==> src/rtl/imem_fetch_unit.sv <==
// Instruction fetch stage in front of a synchronous-read ROM: owns the PC, byte-swaps
// the ROM word to little-endian and hands {pc, inst} to decode.
module imem_fetch_unit #(
    parameter logic [31:0] RESET_PC = 32'h0000_0000,
    parameter int          CNT_W    = 32
) (
    input  logic             clk,
    input  logic             rst,
    output logic [29:0]      imem_addr,
    input  logic [31:0]      imem_inst,
    output logic             out_valid,
    input  logic             out_ready,
    output logic [31:0]      out_pc,
    output logic [31:0]      out_inst,
    input  logic             redirect_valid,
    input  logic [31:0]      redirect_pc,
    input  logic             halt_req,
    output logic             halted,
    output logic             misaligned_seen,
    output logic [CNT_W-1:0] fetch_cnt,
    output logic [CNT_W-1:0] stall_cnt,
    output logic [1:0]       state_dbg
);

    typedef enum logic [1:0] {
        BOOT = 2'd0,
        RUN  = 2'd1,
        HALT = 2'd2
    } state_t;

    localparam logic [CNT_W-1:0] CNT_ONE = {{(CNT_W-1){1'b0}}, 1'b1};

    state_t      state;
    logic [31:0] req_pc;
    logic        req_valid;
    logic [31:0] hold_pc;

    logic        live;
    logic        fire;
    logic        stall;
    logic [31:0] redirect_tgt;
    logic [31:0] next_pc;
    logic [31:0] halt_pc;

    // Handshake: a transfer happens on a rising edge where out_valid && out_ready.
    // Once out_valid is high, out_pc/out_inst hold until that transfer, unless a
    // redirect kills the word (out_valid drops in that same cycle).
    assign live         = req_valid && !redirect_valid;
    assign out_valid    = live && (state == RUN);
    assign fire         = out_valid && out_ready;
    assign stall        = out_valid && !out_ready;
    assign out_pc       = req_pc;
    assign out_inst     = {imem_inst[7:0], imem_inst[15:8], imem_inst[23:16], imem_inst[31:24]};
    assign halted       = (state == HALT);
    assign state_dbg    = state;
    assign redirect_tgt = {redirect_pc[31:2], 2'b00};
    assign halt_pc      = redirect_valid ? redirect_tgt : hold_pc;

    // Re-presenting req_pc while stalled keeps the ROM output stable without a skid buffer.
    always_comb begin
        next_pc = req_pc;
        if (redirect_valid) begin
            next_pc = redirect_tgt;
        end else if (fire) begin
            next_pc = req_pc + 32'd4;
        end
    end

    always_comb begin
        imem_addr = RESET_PC[31:2];
        case (state)
            RUN:     imem_addr = next_pc[31:2];
            HALT:    imem_addr = halt_pc[31:2];
            default: imem_addr = RESET_PC[31:2];
        endcase
    end

    always_ff @(posedge clk or negedge rst) begin
        if (!rst) begin
            state     <= BOOT;
            req_pc    <= RESET_PC;
            req_valid <= 1'b0;
            hold_pc   <= RESET_PC;
        end else begin
            case (state)
                BOOT: begin
                    state     <= RUN;
                    req_pc    <= RESET_PC;
                    req_valid <= 1'b1;
                end
                RUN: begin
                    req_pc    <= next_pc;
                    req_valid <= 1'b1;
                    // Only halt once nothing valid is waiting on decode.
                    if (halt_req && (!live || fire)) begin
                        state     <= HALT;
                        hold_pc   <= next_pc;
                        req_valid <= 1'b0;
                    end
                end
                HALT: begin
                    hold_pc <= halt_pc;
                    req_pc  <= halt_pc;
                    if (!halt_req) begin
                        state     <= RUN;
                        req_valid <= 1'b1;
                    end
                end
                default: begin
                    state     <= BOOT;
                    req_valid <= 1'b0;
                end
            endcase
        end
    end

    always_ff @(posedge clk or negedge rst) begin
        if (!rst) begin
            fetch_cnt       <= '0;
            stall_cnt       <= '0;
            misaligned_seen <= 1'b0;
        end else begin
            if (fire) begin
                fetch_cnt <= fetch_cnt + CNT_ONE;
            end
            if (stall) begin
                stall_cnt <= stall_cnt + CNT_ONE;
            end
            if (redirect_valid && (redirect_pc[1:0] != 2'b00)) begin
                misaligned_seen <= 1'b1;
            end
        end
    end

endmodule

==> config.mk <==
export PLATFORM = sky130hd
export DESIGN_NAME = imem_fetch_unit
export DESIGN_NICKNAME = d
export VERILOG_FILES = /design/src/rtl/imem_fetch_unit.sv
export SDC_FILE = /design/constraint.sdc
export NUM_CORES = 1
export LEC_CHECK = 0
export BUFFER_PORTS_ARGS = -buffer_cell sky130_fd_sc_hd__buf_4
export CAP_MARGIN = 10
export CORE_MARGIN = 2
export CORE_UTILIZATION = 35
export CTS_CLUSTER_SIZE = 30
export DETAILED_ROUTE_END_ITERATION = 6
export SYNTH_ARGS = -nofsm -noshare
export SYNTH_HDL_FRONTEND = slang
export SYNTH_SLANG_ARGS = --single-unit
==> constraint.sdc <==
create_clock -name clk -period 2.18 [get_ports clk]
set_input_delay 0.218 -clock clk [delete_from_list [all_inputs] [get_ports clk]]
set_output_delay 0.218 -clock clk [all_outputs]
set_load 0.02 [all_outputs]
==> impl_summary.txt <==
----------------------------------------------------
[Global routing]
  Antenna violations before repair ... 0
  Vias in the first global route ... ~7500
  Wire length of the first global-routing pass ... about 41000 µm
  Aggregate global routing overflow ... 0
  All-Layer GR Usage ... 0.2201
  Maximum number of pins on one net before global-route repair ... 53

[STA]
  Summed negative setup slack over all endpoints ... -11.85 ns
  Number of slew-limit violations in the final report ... 0
  Slew Limit Headroom ... 0.6476
  Final Hold Viols ... 0
  Least-Margin Pin Slew ... roughly 0.53 ns
  Final period util ... 1.225
  Timing-limited maximum frequency ... 374.5 MHz
  Setup violation total in the final timing report ... 31
  WHS ... 0.01707 ns
  RSZ-0062 raised after global routing ... yes
  Worst clock skew ... between 0.008 and 0.009 ns
  Final period demand of the worst path ... approximately 2.7 ns
  Final setup margin ... -0.4899 ns

[Worst setup path]
  Critical-path cell list ... inv_2, ha_4, and4b_1, buf_6, and4_4, nand4_1, or4_4, nand3_2, buf_6
  Critical path launch point ... state_dbg[1]
  Top cell by count, worst path ... sky130_fd_sc_hd__buf_6
  Worst path bufs/invs ... 3
  Standard cell with the maximum stage delay on the critical path ... sky130_fd_sc_hd__or4_4
  Signal arrival time at the worst endpoint ... between 2 and 2.5 ns
  Required time reported for the critical path endpoint ... between 1.5 and 2 ns
  Setup crit start kind ... flip-flop
  Worst Path Max Fanout ... 7
  CP endpoint kind ... output pin
  CP peak stage delay ... 0.46 ns
  Worst flop-to-flop path startpoint ... state_dbg[1]
  Largest delay share family, worst path ... simple AND/OR/NAND/NOR gates
  Worst setup path class ... flip-flop to output pin

[Power]
  Clk network pwr share ... 0.233
  Cell internal pwr ... ~7.6 mW
  Switching Fraction ... 0.4211
  Proportion of power drawn by flip-flops and latches ... 0.268
  Peak supply drop ... 0.5948 mV
  Net switching power ... approximately 5.5 mW
  Final Total Pwr ... roughly 13 mW
  Areal power density over the cells ... 1139 nW/µm²
  Gate power share ... 0.499
  Leak pwr ... about 5.3 nW

[Place]
  Placed cell areas ... 10030 µm²
  Count of port buffers added during placement ... ~170
  Final HPWL from detailed placement ... 18800 µm
  Placer's final routability congestion estimate ... ~0.88

[Synth]
  Fraction of post-synthesis cell area in the top cell type by area ... 0.4263
  Avg Synthesized Cell Area ... about 9.2 µm²
  Biggest area contributors in the synthesized netlist ... sky130_fd_sc_hd__dfrtp_1, sky130_fd_sc_hd__xnor2_1, sky130_fd_sc_hd__nand2_1, sky130_fd_sc_hd__o21ai_0, sky130_fd_sc_hd__buf_4
  Number of enable-type register cells in the synthesized netlist ... 0
  Count of state elements after synthesis ... between 100 and 150
  Sequential fraction of the synthesis area ... 0.4263
  Synthesized instance count ... 841
  Share of synthesized flip-flops with an asynchronous set or reset ... 1.000
  Synthesized area ... approximately 7700 µm²
  Post-synth top flop ... sky130_fd_sc_hd__dfrtp_1
  Cell type contributing the most total cell area after synthesis ... sky130_fd_sc_hd__dfrtp_1
  Post-synthesis net count ... about 920
  Synthesis Warnings ... 0
  Number of unique standard cell types used by synthesis ... between 60 and 70

[Drt]
  DRC errors left ... 0
  Antenna violation net count after detailed routing ... 0
  Per-cell routed wire length ... roughly 19 µm
  Vias after detailed routing ... approximately 7600
  Detailed-route vias per instance ... 5.470
  First-pass DRT Iterations ... 5
  DRT iter0 DRCs ... 429
  DRT Wirelength ... ~27000 µm

[Clocking]
  Number of buffers created by CTS ... 17
  H-tree depth ... 4
  Number of buffers on the longest clock path ... 2
  Count of clock tree sinks ... 132
  CTS tree ... yes
  Clock root cell ... sky130_fd_sc_hd__clkbuf_16
  Clock latency on the worst-skew pair ... about 0.43 ns
  Clk pin slew, worst setup/hold paths ... about 0.06 ns

[Finish]
  Number of antenna cells inserted ... 0
  Storage element area ... approximately 3300 µm²
  Filler cells ... 1925
  Fraction of final layout cells sized beyond drive strength 1 ... 0.4086
  Combined area of the multi-input logic cells ... ~4500 µm²
  Fin nets ... approximately 1200
  Area overhead of the layout relative to synthesis ... 48.18%
  Final cell area excluding filler cells ... roughly 11000 µm²

[Die]
  Starting Density ... 0.3562
  Die boundary width ... 152.8 µm
  Placeable core region ... 21760 µm²
  Die H ... between 150 and 200 µm
  Total number of placement rows ... 54
  Total I/O pin count ... approximately 230
  Die Outline Area ... roughly 23000 µm²

[Worst hold path]
  Worst min-delay path startpoint ... redirect_pc[0]
  Worst min-delay path class ... input port to flip-flop

[Outcome]
  Violations in the final reports ... negative setup slack
  Outcome ... finished, violations left

[Run]
  Count of max-cap constraint violations ... 0

----------------------------------------------------
==> power groups by stage <==
stage	combinational (mW)	clock (mW)	sequential, mW
finish	6.52	3.05	3.51
global route	6.93	3.21	3.57
CTS	6.14	3.11	3.46
detailed placement	5.85	0	3.49
global placement	5.82	0	3.48
floorplan	2.80	0	3.77
==> what timing repair did <==
item / CTS / global route
hold buffers: 1 / 0
endpoints found under the setup margin: 51 / 87
gates cloned: 1 / 0
hold endpoints to repair: 49 / 0
pin swaps: 31 / 31
buffers inserted: 18 / 13
gates resized for setup: 66 / 76
==> tightest hold or removal path: stages <==
cell and delay [ns]:
sky130_fd_sc_hd__buf_4 0.07, sky130_fd_sc_hd__o21ai_0 0.06, sky130_fd_sc_hd__nand2b_1 0.06
==> through the flow <==
stage	worst slack (ns)	cells	util
after CTS	-0.4804	1384	0.5078
after detailed placement	-0.1040	1334	0.4611
final	-0.4899	1391	0.5278
after global routing	-0.5722	1391	0.5278
after floorplan	-0.09402	841	-
after global placement	-0.1023	1334	0.4611
==> cell families after synthesis <==
group	share of synthesized area
simple gates	0.2062
compound gates	0.1828
flops	0.4263
buf+inv	0.06362
xor+xnor	0.09155
mux	0.01502
fa+ha+maj	0.01453
==> metal layers <==
layer | vias to the layer above | wire length [µm] | global-route usage
met3 | 60 | 1892 | 0.04408
met4 | 0 | 682 | 0.07716
met1 | 3656 | 11470 | 0.2965
met5 | - | 0 | 0
li1 | 3547 | - | -
met2 | 346 | 12700 | 0.3536
==> Yosys cell counts, types with 12 or more instances <==
cell type and instances:
sky130_fd_sc_hd__clkbuf_1 28, sky130_fd_sc_hd__dfrtp_1 132, sky130_fd_sc_hd__a22oi_1 31, sky130_fd_sc_hd__nor2_1 35, sky130_fd_sc_hd__a21oi_1 33, sky130_fd_sc_hd__xnor2_1 58, sky130_fd_sc_hd__o22ai_1 12, sky130_fd_sc_hd__nand2_1 103
sky130_fd_sc_hd__and2_1 12, sky130_fd_sc_hd__o21ai_0 57, sky130_fd_sc_hd__nand3_1 34, sky130_fd_sc_hd__buf_4 33, sky130_fd_sc_hd__a22o_1 15, sky130_fd_sc_hd__inv_1 22, sky130_fd_sc_hd__and3_1 14, sky130_fd_sc_hd__nor3_1 21
sky130_fd_sc_hd__nand4_1 22, sky130_fd_sc_hd__xor2_1 23
==> cell usage in the layout, fill, tap and decap left out, types with 10 or more instances in the layout <==
master                      count
sky130_fd_sc_hd__and2_1        10
sky130_fd_sc_hd__nand2_1       97
sky130_fd_sc_hd__o21ai_1       12
sky130_fd_sc_hd__dfrtp_1      129
sky130_fd_sc_hd__a22oi_1       31
sky130_fd_sc_hd__nand3_1       26
sky130_fd_sc_hd__o21ai_0       40
sky130_fd_sc_hd__a22o_1        15
sky130_fd_sc_hd__nor2_1        33
sky130_fd_sc_hd__o21ai_2       10
sky130_fd_sc_hd__nor3_1        12
sky130_fd_sc_hd__inv_1         20
sky130_fd_sc_hd__buf_4        264
sky130_fd_sc_hd__clkbuf_16     17
sky130_fd_sc_hd__xor2_1        18
sky130_fd_sc_hd__buf_6         35
sky130_fd_sc_hd__nand4_1       22
sky130_fd_sc_hd__a21oi_1       26
sky130_fd_sc_hd__o22ai_1       11
sky130_fd_sc_hd__xnor2_1       51
==> area by class of cell <==
class	count	share of cell area
Inverter	23	0.007628
Clock inverter	15	0.01656
Clock buffer	17	0.03705
Multi-Input combinational cell	614	0.3959
Timing Repair Buffer	310	0.2244
Tap cell	280	0.03051
Sequential cell	132	0.2880
==> flip-flops by register name, summed over array words and instances, names as in the netlist <==
name,flops
state_dbg,2
out_pc,32
hold_pc,32
req_valid,1
misaligned_seen,1
stall_cnt,32
fetch_cnt,32
==> path summary, 6_finish.rpt <==
path                                    to  slack (ns)  depth (start not counted)
max                          imem_addr[26]       -0.49                          9
min                        misaligned_seen        0.02                          3
max reg2reg                      out_pc[4]       -0.12                         13
min reg2reg                misaligned_seen        0.47                          1
max in group asynchronous     state_dbg[1]        1.21                          3
min in group asynchronous    fetch_cnt[17]        0.30                          2
(Power assumes the default switching activity.)
